File: src/rtl/perf_ctr_pkg.sv
// ============================================================================
// perf_ctr_pkg : shared types, CTRL bit indices and register-offset helpers
// Revision     : 1.0
// ============================================================================
`default_nettype none

package perf_ctr_pkg;

  typedef enum logic [0:0] {
    IDLE = 1'b0,
    RESP = 1'b1
  } perf_state_t;

  localparam int CLR_ALL_BIT = 0;
  localparam int FREEZE_BIT  = 1;

  // Offsets are 5 bits wide so that NUM_CTRS=16 pushes CTRL/OVF out of the
  // 16-word window instead of aliasing onto counter 0/1.
  function automatic logic [4:0] ctrl_ofs(input int num_ctrs);
    return 5'(num_ctrs);
  endfunction

  function automatic logic [4:0] ovf_ofs(input int num_ctrs);
    return 5'(num_ctrs + 1);
  endfunction

endpackage

`default_nettype wire

File: src/rtl/perf_ctr_slice.sv
// ============================================================================
// perf_ctr_slice : one event counter with clear, byte-merged write, freeze
// Revision       : 1.0
// ============================================================================
`default_nettype none

module perf_ctr_slice #(
  parameter int WIDTH = 32
) (
  input  logic             clk,
  input  logic             rst,
  input  logic             clr_i,
  input  logic             wr_en_i,
  input  logic [31:0]      wr_data_i,
  input  logic [3:0]       byte_en_i,
  input  logic             freeze_i,
  input  logic             inc_i,
  output logic [WIDTH-1:0] count_o,
  output logic             wrap_o
);

  logic [WIDTH-1:0] count_q, count_d;
  logic [31:0]      merged_d;

  always_comb begin
    merged_d = 32'(count_q);
    for (int b = 0; b < 4; b++) begin
      if (byte_en_i[b]) merged_d[8*b +: 8] = wr_data_i[8*b +: 8];
    end
  end

  // A write or clear on the same edge as an increment swallows the increment.
  always_comb begin
    count_d = count_q;
    wrap_o  = 1'b0;
    if (clr_i) begin
      count_d = '0;
    end else if (wr_en_i) begin
      count_d = merged_d[WIDTH-1:0];
    end else if (!freeze_i && inc_i) begin
      count_d = count_q + WIDTH'(1);
      wrap_o  = &count_q;
    end
  end

  always_ff @(posedge clk or posedge rst) begin
    if (rst) count_q <= '0;
    else     count_q <= count_d;
  end

  assign count_o = count_q;

endmodule

`default_nettype wire

File: src/rtl/perf_ctr_bank.sv
// ============================================================================
// perf_ctr_bank : memory-mapped bank of event counters with CTRL register;
//                 PERF_CTR_OVF_EN adds sticky per-counter overflow + ovf_any
// Revision      : 1.0
// ============================================================================
`default_nettype none

module perf_ctr_bank #(
  parameter int          NUM_CTRS  = 8,
  parameter int          WIDTH     = 32,
  parameter logic [31:0] BASE_ADDR = 32'hFFFF_FF00
) (
  input  logic                clk,
  input  logic                rst,
  input  logic [NUM_CTRS-1:0] inc,
  input  logic                mem_read,
  input  logic                mem_write,
  input  logic [31:0]         mem_address,
  input  logic [31:0]         mem_wdata,
  input  logic [3:0]          mem_byte_enable,
  output logic                hit,
  output logic [31:0]         mem_rdata,
  output logic                mem_resp
`ifdef PERF_CTR_OVF_EN
  ,
  output logic                ovf_any
`endif
);

  import perf_ctr_pkg::*;

  localparam logic [4:0] CTRL_OFS = ctrl_ofs(NUM_CTRS);
  localparam logic [4:0] OVF_OFS  = ovf_ofs(NUM_CTRS);

  perf_state_t         state_q, state_d;
  logic [31:0]         rdata_q, rdata_d;
  logic                freeze_q, freeze_d;
  logic [WIDTH-1:0]    cnt_w [NUM_CTRS];
  logic [NUM_CTRS-1:0] wr_sel_w, wrap_w;
  logic [4:0]          ofs_w;
  logic [31:0]         rd_val_w;
  logic                accept_w, wr_w, rd_w, ctrl_wr_w, clr_all_w;
  logic                unused_w;

  assign hit       = (mem_address[31:6] == BASE_ADDR[31:6]);
  assign ofs_w     = {1'b0, mem_address[5:2]};
  assign accept_w  = (state_q == IDLE) && hit && (mem_read || mem_write);
  assign wr_w      = accept_w && mem_write;
  assign rd_w      = accept_w && !mem_write;
  assign ctrl_wr_w = wr_w && (ofs_w == CTRL_OFS) && mem_byte_enable[0];
  assign clr_all_w = ctrl_wr_w && mem_wdata[CLR_ALL_BIT];

  generate
    for (genvar i = 0; i < NUM_CTRS; i++) begin : g_ctr
      assign wr_sel_w[i] = wr_w && (ofs_w == 5'(i));
      perf_ctr_slice #(.WIDTH(WIDTH)) u_slice (
        .clk       (clk),
        .rst       (rst),
        .clr_i     (clr_all_w),
        .wr_en_i   (wr_sel_w[i]),
        .wr_data_i (mem_wdata),
        .byte_en_i (mem_byte_enable),
        .freeze_i  (freeze_q),
        .inc_i     (inc[i]),
        .count_o   (cnt_w[i]),
        .wrap_o    (wrap_w[i])
      );
    end
  endgenerate

`ifdef PERF_CTR_OVF_EN
  logic [NUM_CTRS-1:0] ovf_q, ovf_d;
  logic                ovf_any_q;

  // Wrap is OR-ed in after the W1C so a same-cycle set wins over the clear.
  always_comb begin
    ovf_d = ovf_q;
    if (clr_all_w) begin
      ovf_d = '0;
    end else begin
      if (wr_w && (ofs_w == OVF_OFS)) begin
        for (int i = 0; i < NUM_CTRS; i++) begin
          if (mem_wdata[i] && mem_byte_enable[i/8]) ovf_d[i] = 1'b0;
        end
      end
      ovf_d = ovf_d | wrap_w;
    end
  end

  always_ff @(posedge clk or posedge rst) begin
    if (rst) begin
      ovf_q     <= '0;
      ovf_any_q <= 1'b0;
    end else begin
      ovf_q     <= ovf_d;
      ovf_any_q <= |ovf_d;
    end
  end

  assign ovf_any  = ovf_any_q;
  assign unused_w = ^mem_address[1:0];
`else
  assign unused_w = ^{mem_address[1:0], wrap_w};
`endif

  always_comb begin
    rd_val_w = '0;
    for (int i = 0; i < NUM_CTRS; i++) begin
      if (ofs_w == 5'(i)) rd_val_w = 32'(cnt_w[i]);
    end
    if (ofs_w == CTRL_OFS) rd_val_w[FREEZE_BIT] = freeze_q;
`ifdef PERF_CTR_OVF_EN
    if (ofs_w == OVF_OFS) rd_val_w = 32'(ovf_q);
`endif
  end

  always_comb begin
    state_d  = state_q;
    rdata_d  = rdata_q;
    freeze_d = freeze_q;
    mem_resp = 1'b0;
    case (state_q)
      IDLE: begin
        if (accept_w) begin
          state_d = RESP;
          rdata_d = rd_w ? rd_val_w : 32'h0;
        end
      end
      RESP: begin
        mem_resp = 1'b1;
        state_d  = IDLE;
        rdata_d  = 32'h0;
      end
    endcase
    if (ctrl_wr_w) freeze_d = mem_wdata[FREEZE_BIT];
  end

  always_ff @(posedge clk or posedge rst) begin
    if (rst) begin
      state_q  <= IDLE;
      rdata_q  <= 32'h0;
      freeze_q <= 1'b0;
    end else begin
      state_q  <= state_d;
      rdata_q  <= rdata_d;
      freeze_q <= freeze_d;
    end
  end

  assign mem_rdata = rdata_q;

endmodule

`default_nettype wire

File: config.mk
export PLATFORM = sky130hd
export DESIGN_NAME = perf_ctr_bank
export DESIGN_NICKNAME = d
export VERILOG_FILES = /design/src/rtl/perf_ctr_pkg.sv /design/src/rtl/perf_ctr_slice.sv /design/src/rtl/perf_ctr_bank.sv
export SDC_FILE = /design/constraint.sdc
export NUM_CORES = 1
export LEC_CHECK = 0
export ABC_AREA = 1
export BUFFER_PORTS_ARGS = -buffer_cell sky130_fd_sc_hd__buf_4
export CAP_MARGIN = 15
export CORE_ASPECT_RATIO = 0.8
export CORE_MARGIN = 2
export CORE_UTILIZATION = 40
export CTS_CLUSTER_DIAMETER = 60
export DETAILED_ROUTE_END_ITERATION = 10
export PLACE_DENSITY = 0.6
export SLEW_MARGIN = 40
export SYNTH_ARGS = -nofsm -noshare
export SYNTH_HDL_FRONTEND = slang
export SYNTH_SLANG_ARGS = --single-unit
File: constraint.sdc
create_clock -name clk -period 24.1 [get_ports clk]
set_input_delay 4.82 -clock clk [delete_from_list [all_inputs] [get_ports clk]]
set_output_delay 4.82 -clock clk [all_outputs]
set_load 0.02 [all_outputs]
Word-level counts from Yosys, hierarchy flattened
Cells that the tools add are included.
- output and inout port bits: 34
- register bits after elaboration: 290
- word-level logic and storage cells: 196
- mux-type cells: 43
- bitwise gates (word level): 1
- add/sub/neg operators: 8
- equal/unequal tests: 42
- reduce and logical (&&, ||, !) cells: 67
- operator list (operator ; number):
    $mux 32 ; 34
    $add 32x1->32 const B ; 8
    $ne 3x3->1 const B ; 32
    $pmux 32 s2 ; 1
    $reduce_and 2->1 ; 32
    $mux 8 ; 4
    $eq 26x26->1 const B ; 1
    $reduce_bool 3->1 ; 8
    $logic_and 1x1->1 ; 23
    $eq 4x3->1 const B ; 4
    $eq 4x2->1 const B ; 2
    $logic_not 5->1 ; 1
    $eq 4x1->1 const B ; 1
    $eq 4x4->1 const B ; 1
    $mux 1 ; 3
    $logic_not 1->1 ; 2
    $ne 2x2->1 const B ; 1
    $pmux 1 s2 ; 1
    $logic_or 1x1->1 ; 1
    $not 1->1 ; 1

Depth between registers and ports, before layout
Gate-level depths: netlist of run 1.
- depth after elaboration: 13
- mapped depth: 14
- depth with buffers taken out: 14

Hierarchy
A second synthesis of run 1 with hierarchy kept.
- cell total of the unflattened synthesis: 3769
- area, all modules: 24055.6 um^2
- modules (own cells, without submodules) (module ; seq. area each (um^2) ; instances ; area an instance (um^2) ; cells an instance):
    perf_ctr_slice at g_ctr[0].u_slice ... ; 800.8 ; 6 ; 2543.7 ; 383
    perf_ctr_slice at g_ctr[6].u_slice ... ; 800.8 ; 2 ; 2491.1 ; 382
    perf_ctr_bank ; 850.8 ; 1 ; 3811.2 ; 707

Worst setup path after synthesis of run 1
OpenSTA, ideal clock, no wires.
- kind: input-to-output
- start point: in mem_address[30]
- end point: out hit
- stages on the path: 4
- arrival: 5.788 ns
- path slack: 13.492 ns
- path buffers: 0
- path through: nand2_1 nor2_1 inv_1 nor4_1
- longest elaborated chain between the ends: 1
- RTL lines (what ; RTL line ; text):
    start, declared ; perf_ctr_bank.sv:18 ; input logic [31:0] mem_address,
    $eq 26x26->1 ; perf_ctr_bank.sv:45 ; assign hit = (mem_address[31:6] == BASE_ADDR[31:6]);
    end, declared ; perf_ctr_bank.sv:21 ; output logic hit,
Every way passes these cells.

Final worst setup path of run 1
Same ends and word-level chain as after synthesis.

==> results of run 1 <==
-- worst paths after layout --
kind,start,end,slack (ns),cells after the start
setup / recovery,mem_address[30],hit,13.58,6
setup reg to reg,state_q,g_ctr[1].u_slice.count_o[13],20.53,11
min in group asynchronous,rst,g_ctr[3].u_slice.count_o[6],4.29,2
hold / removal,mem_rdata[18],mem_rdata[18],0.48,2
hold reg to reg,mem_rdata[18],mem_rdata[18],0.48,2
max in group asynchronous,rst,g_ctr[4].u_slice.count_o[27],17.82,5
-- power groups by stage --
stage / Combinational [mW] / Clock [mW] / Sequential, mW
2_1_floorplan: 0.172 / 0 / 0.551
3_3_place_gp: 0.244 / 0 / 0.571
3_5_place_dp: 0.246 / 0 / 0.572
4_1_cts: 0.249 / 0.694 / 0.563
5_1_grt: 0.281 / 0.712 / 0.570
6_report: 0.257 / 0.691 / 0.566
-- layer usage --
layer	up-vias	global-route usage	wire length, um
li1	14500	-	-
met1	14300	0.530	55000
met2	1983	0.484	47300
met3	261	0.120	17800
met4	6	0.154	5920
met5	-	0	40
-- flip-flops by register name, indices dropped and copies added, names as in the netlist --
| name | cells |
|---|---|
| g_ctr.u_slice.count_o | 256 |
| state_q | 1 |
| mem_rdata | 32 |
| freeze_q | 1 |
-- cell usage in the layout (no fill, tap or decap), drive strengths merged --
cell type	Yosys	final
buf	100	138
o2111ai	1	1
clkbuf	84	51
xor2	107	107
xnor2	24	24
ha	8	8
nor4	1	1
clkinv	7	18
a21oi	51	51
nor3b	5	5
o221ai	13	13
nand4	153	153
clkinvlp	0	1
o21bai	7	7
dfrtp	290	290
nand3	552	552
nand3b	1	1
o22ai	16	16
o21ai	86	86
nand2	1999	1999
nor2	623	623
inv	335	340
bufinv	0	7
nor3	92	92
a21o	2	2
diode	0	1
or2	3	3
o21a	1	1
o211ai	4	4
-- stage by stage --
step | util | hold WS, ns | area, um^2
floorplan | - | 0.461 | 26300
global placement | 0.420 | 0.468 | 27500
detailed placement | 0.421 | 0.470 | 27500
finish | 0.444 | 0.478 | 29000
global route | 0.444 | 0.502 | 29000
CTS | 0.444 | 0.483 | 29000
-- Yosys cell counts (all sizes together) (2+ instances only) --
library cell / instances
ha: 8
a21o: 2
buf: 100
o22ai: 16
inv: 335
nand4: 153
o21ai: 86
nand3: 552
nor3: 92
xnor2: 24
nor3b: 5
xor2: 107
clkinv: 7
o221ai: 13
nor2: 623
dfrtp: 290
or2: 3
o211ai: 4
o21bai: 7
clkbuf: 84
nand2: 1999
a21oi: 51
-- cell families (layout without fill, tap and decap cells) --
group,after synthesis,count (layout)
fa+ha+maj,8,8
compound gates,181,181
xor+xnor,131,131
buf+inv,526,555
flops,290,290
other cells,0,1
simple gates,3429,3429
-- worst min-delay path, delay by kind of cell, from the launching register on --
kind	cells	cell delay [ns]
flops	1	0.34
simple gates	2	0.11
-- area by class of cell --
cell class / count / area [um^2] / share of cell area
Antenna cell: 1 / 2.50 / 0.0000861
Sequential cell: 290 / 7260 / 0.250
Multi-Input combinational cell: 3749 / 16800 / 0.579
Inverter: 342 / 1290 / 0.0445
Timing Repair Buffer: 138 / 1100 / 0.0377
Clock inverter: 24 / 349 / 0.0120
Tap cell: 860 / 1080 / 0.0370
Clock buffer: 51 / 1160 / 0.0398
==> metrics.md, run 1 <==
| Metric | Value |
|---|---|
| Status | `complete, no violations` |
| # Post-CTS Setup Buffers | `0` |
| Hold WC Path Type | `reg -> reg` |
| Sequential share of power | `0.374` |
| Final RePlAce weighted congestion | `1.07` |
| Synth area leaders | `dfrtp_1 28%, nand2_1 27%, nand3_1 10%` |
| Area of the die | `67800 um^2` |
| Worst-Margin Slew | `1.02 ns` |
| CTS Hold Buffers Added | `0` |
| Number of buffers added on ports | `111` |
| Pleak | `14.3 nW` |
| CP max FO | `2` |
| DRC violations left | `0` |
| Critical path, cell by cell | `buf_4, nand2_1, nor2_1, inv_1, nor4_1, buf_4` |
| Combinational share of power | `0.170` |
| H-tree levels | `2` |
| Cells after Synth | `4565` |
| Mapped Nets | `4653` |
| Type of origin of the critical path | `input port` |
| Max_slew headroom | `0.310` |
| RSZ-0062 raised after global routing | `false` |
| Worst path slowest cell | `nor4_1` |
| Sequential share of the synthesized area | `0.276` |
| Drt total wl | `126000 um` |
| Via count of the first global-routing pass | `27300` |
| Post-synthesis mux area share | `0` |
| Crit Path Class | `in -> out` |
| WP buf/inv | `3` |
| Total number of vias | `31000` |
| Int Power | `1.01 mW` |
| Post-cts sizing count | `0` |
| Layout Nets | `4651` |
| Final hold violations | `0` |
| Fill count | `7156` |
| Yosys Warn Count | `0` |
| Global-route wire length before repair | `185000 um` |
| Post-layout min period | `10.52 ns` |
| TritonRoute pass-1 iters | `6` |
| Yosys top cell by area | `dfrtp_1` |
| Sink Count | `290` |
| XOR/XNOR Fraction of Synth Area | `0.0437` |
| Tot GR Track Use | `0.365` |
| Async S/R FF share, synth | `1.00` |
| Largest family of logic cells by synthesized area | `simple AND/OR/NAND/NOR gates` |
| Critical Path Max Stage Delay | `0.32 ns` |
| P_sw | `0.500 mW` |
| Synth-to-Final Area Change | `10.5%` |
| Num rows | `84` |
| Initial antenna violation count | `6` |
| Tcrit/Tclk final | `0.436` |
| Worst EP arrival | `5.70 ns` |
| # setup viols final | `0` |
| TNS Setup | `0 ns` |
| Final cell count without fillers | `5455` |
| Layout cells sized above 1 | `0.0749` |
| Via density | `5.69` |
| Clock transition at the registers of the reported paths | `0.06 ns` |
| Final Max Tran Viols | `0` |
| Power Density | `52.1 nW/um^2` |
| Yosys cell types | `39` |
| Post-synth EDFFs | `0` |
| Clk_lat worst skew | `0.59 ns` |
| Final Power | `1.51 mW` |
| Maxcap violations | `0` |
| CTS tree | `done` |
| Core Area | `65400 um^2` |
| Placed Instances | `5379` |
| Syn Area/Cell | `5.76 um^2` |
| Peak supply drop | `44.1 uV` |
| Max Root-Sink Buffers | `3` |
| Final worst slack | `13.58 ns` |
| #FFs+latches synth | `290` |
| Synth top area share | `0.276` |
| Post-synth top flop | `dfrtp_1` |
| Fmax | `95.1 MHz` |
| Clock power frac | `0.456` |
| Crit end category | `output pin` |
| CP top delay family | `simple AND/OR/NAND/NOR gates` |
| Critical Path Most Common Cell | `buf_4` |
| CTS Buf Count | `42` |
| Die Y | `233 um` |
| Simple-gate portion of the synthesized area | `0.553` |
| I/O pin cnt | `114` |
| DRT iter0 DRCs | `4479` |
| Compound-gate portion of the synthesized area | `0.0386` |
| Routed Antenna Nets | `0` |
| CP required | `19.28 ns` |
| WL per Instance | `23.1 um` |
| Chip width | `291 um` |
| Initial Util | `0.402` |
| Grt total ovfl | `0` |
| Adder-cell share of the synthesized area | `0.00381` |
| Sw Share | `0.331` |
| Pre-CTS setup slack | `13.58 ns` |
| Largest net degree at the start of global routing | `119` |
| Clk root buf | `clkbuf_16` |
| DP HPWL | `88800 um` |
| Post-Synthesis Cell Area | `26300 um^2` |
| Clock Skew | `0.0270 ns` |
No activity file was read; power rests on OpenSTA's default activity.
==> run 2, diff against run 1 <==
Clock period 24.1 ns to 10.5 ns, I/O delays scaled along.
==> metrics.md, run 2 (synthesis results as in run 1) <==
| Metric | Value |
|---|---|
| # Post-CTS Setup Buffers | `0 (unchanged)` |
| Chip width | `291 um (unchanged)` |
| DP HPWL | `92800 um (was 88800 um)` |
| Max Root-Sink Buffers | `3 (unchanged)` |
| Commonest cells after routing, fill and taps aside | `1924 x nand2_1, 616 x nor2_1, 537 x nand3_1, 309 x inv_1, 290 x dfrtp_1 (was 1924 x nand2_1, 616 x nor2_1, 537 x nand3_1, 308 x inv_1, 290 x dfrtp_1)` |
| Initial Util | `0.402 (unchanged)` |
| P_sw | `1.15 mW (was 0.500 mW)` |
| Layout cells sized above 1 | `0.0748 (was 0.0749)` |
| Status | `complete, no violations (unchanged)` |
| Layout Nets | `4657 (was 4651)` |
| Final RePlAce weighted congestion | `1.03 (was 1.07)` |
| Clock power frac | `0.439 (was 0.456)` |
| Register area | `7260 um^2 (unchanged)` |
| RSZ-0062 raised after global routing | `false (unchanged)` |
| Number of buffers added on ports | `111 (unchanged)` |
| CTS Buf Count | `41 (was 42)` |
| Largest net degree at the start of global routing | `80 (was 119)` |
| Crit end category | `flip-flop (was output pin)` |
| Via density | `5.74 (was 5.69)` |
| DRT iter0 DRCs | `4443 (was 4479)` |
| Via count of the first global-routing pass | `27200 (was 27300)` |
| Max_slew headroom | `0.346 (was 0.310)` |
| Post-cts sizing count | `0 (unchanged)` |
| Peak supply drop | `114 uV (was 44.1 uV)` |
| Int Power | `2.23 mW (was 1.01 mW)` |
| Hold WC Path Type | `reg -> reg (unchanged)` |
| Final Max Tran Viols | `0 (unchanged)` |
| Total number of vias | `31300 (was 31000)` |
| Combinational share of power | `0.177 (was 0.170)` |
| Post-layout min period | `5.25 ns` |
| Pre-CTS setup slack | `4.74 ns (was 13.58 ns)` |
| Global-route wire length before repair | `188000 um (was 185000 um)` |
| Tcrit/Tclk final | `0.500` |
| Sink Count | `290 (unchanged)` |
| Critical Path Most Common Cell | `nand2_1 (was buf_4)` |
| Grt total ovfl | `0 (unchanged)` |
| TritonRoute pass-1 iters | `6 (unchanged)` |
| Final worst slack | `5.25 ns (was 13.58 ns)` |
| Area of the die | `67800 um^2 (unchanged)` |
| CP required | `10.98 ns (was 19.28 ns)` |
| Final hold violations | `0 (unchanged)` |
| Worst path slowest cell | `clkinv_1 (was nor4_1)` |
| Clk root buf | `clkbuf_16 (unchanged)` |
| Tot GR Track Use | `0.375 (was 0.365)` |
| H-tree levels | `2 (unchanged)` |
| DRC violations left | `0 (unchanged)` |
| Maxcap violations | `0 (unchanged)` |
| CP max FO | `28 (was 2)` |
| CTS Hold Buffers Added | `0 (unchanged)` |
| # setup viols final | `0 (unchanged)` |
| Pleak | `14.2 nW (was 14.3 nW)` |
| Commonest non-fill, non-tap cell in the layout | `nand2_1 (unchanged)` |
| Fmax | `191 MHz` |
| WL per Instance | `23.8 um (was 23.1 um)` |
| Initial antenna violation count | `4 (was 6)` |
| Core Area | `65400 um^2 (unchanged)` |
| Type of origin of the critical path | `input port (unchanged)` |
| Crit Path Class | `in -> reg (was in -> out)` |
| Critical path, cell by cell | `buf_4, inv_1, nor2_1, nand2_1, clkinv_1, buf_4, nand3_2, inv_1, nand2_2, nand2_2, nand2_1, nand2_1 (was buf_4, nand2_1, nor2_1, inv_1, nor4_1, buf_4)` |
| Critical Path Max Stage Delay | `0.81 ns (was 0.32 ns)` |
| Sw Share | `0.340 (was 0.331)` |
| Multi-input gate area | `16800 um^2 (about the same)` |
| Clock Skew | `0.0201 ns (was 0.0270 ns)` |
| Worst EP arrival | `5.73 ns (was 5.70 ns)` |
| I/O pin cnt | `114 (unchanged)` |
| TNS Setup | `0 ns (unchanged)` |
| Max reg flops | `256 (unchanged)` |
| Num rows | `84 (unchanged)` |
| Fill count | `7212 (was 7156)` |
| Drt total wl | `130000 um (was 126000 um)` |
| Sequential share of power | `0.385 (was 0.374)` |
| Worst-Margin Slew | `0.971 ns (was 1.02 ns)` |
| Die Y | `233 um (unchanged)` |
| Power Density | `117 nW/um^2 (was 52.1 nW/um^2)` |
| Clock transition at the registers of the reported paths | `0.06 ns (about the same)` |
| Routed Antenna Nets | `0 (unchanged)` |
| Clk_lat worst skew | `0.61 ns (was 0.59 ns)` |
| Synth-to-Final Area Change | `10.2% (was 10.5%)` |
| CTS tree | `done (unchanged)` |
run 2: changes by cell type in the layout (fill, tap and decap cells not counted), moves of 3 or more:
| cell | before | now |
|---|---|---|
| buf_4 | 131 | 138 |
| buf_6 | 4 | 7 |
| bufinv_16 | 7 | 4 |
| clkinv_4 | 5 | 2 |
| diode_2 | 1 | 4 |
run 2: final timing paths:
| kind | startpoint | endpoint | slack [ns] | depth (start not counted) |
|---|---|---|---|---|
| setup / recovery | mem_address[4] | g_ctr[4].u_slice.count_o[21] | 5.25 | 12 |
| hold / removal | mem_rdata[17] | mem_rdata[17] | 0.48 | 2 |
| setup reg to reg | state_q | g_ctr[1].u_slice.count_o[19] | 7.08 | 9 |
| hold reg to reg | mem_rdata[17] | mem_rdata[17] | 0.48 | 2 |
| max in group asynchronous | rst | g_ctr[2].u_slice.count_o[29] | 7.25 | 4 |
| min in group asynchronous | rst | g_ctr[3].u_slice.count_o[12] | 1.54 | 2 |
run 2: area by class of cell:
| class | instances | area share |
|---|---|---|
| well taps | 860 | 0.0372 |
| flip-flops and latches | 290 | 0.251 |
| diodes | 4 | 0.000346 |
| inverters | 342 | 0.0446 |
| multi-input cells | 3749 | 0.581 |
| clock buffers | 52 | 0.0393 |
| repair buffers | 145 | 0.0385 |
| clock inverters | 19 | 0.00843 |
run 2: critical path, delay by kind of cell:
family	cells	cell delay [ns]
AND/OR/NAND/NOR	7	1.77
buffers and inverters	5	1.82
run 2: power groups by stage:
| stage | Combinational (mW) | Clock (mW) | Sequential (mW) |
|---|---|---|---|
| 3_3_place_gp | 0.567 | 0 | 1.31 |
| 5_1_grt | 0.645 | 1.53 | 1.31 |
| 4_1_cts | 0.574 | 1.49 | 1.29 |
| 3_5_place_dp | 0.569 | 0 | 1.31 |
| 6_report | 0.596 | 1.48 | 1.30 |
| 2_1_floorplan | 0.396 | 0 | 1.27 |
run 2: metrics by stage:
step	area (um^2)	utilization	hold WS [ns]	cells	power (mW)
CTS	28900	0.442	0.484	5457	3.35
global route	28900	0.443	0.495	5457	3.49
detailed placement	27500	0.421	0.468	5386	1.88
floorplan	26300	-	0.461	4565	1.66
global placement	27500	0.421	0.468	5386	1.88
finish	29000	0.443	0.481	5461	3.38
run 2: layer usage:
| layer | part of all wire | track usage | up-vias |
|---|---|---|---|
| met4 | 0.042 | 0.148 | 0 |
| met2 | 0.38 | 0.494 | 1898 |
| met1 | 0.44 | 0.546 | 14600 |
| met5 | 0 | 0 | - |
| met3 | 0.14 | 0.132 | 240 |
| li1 | - | - | 14600 |
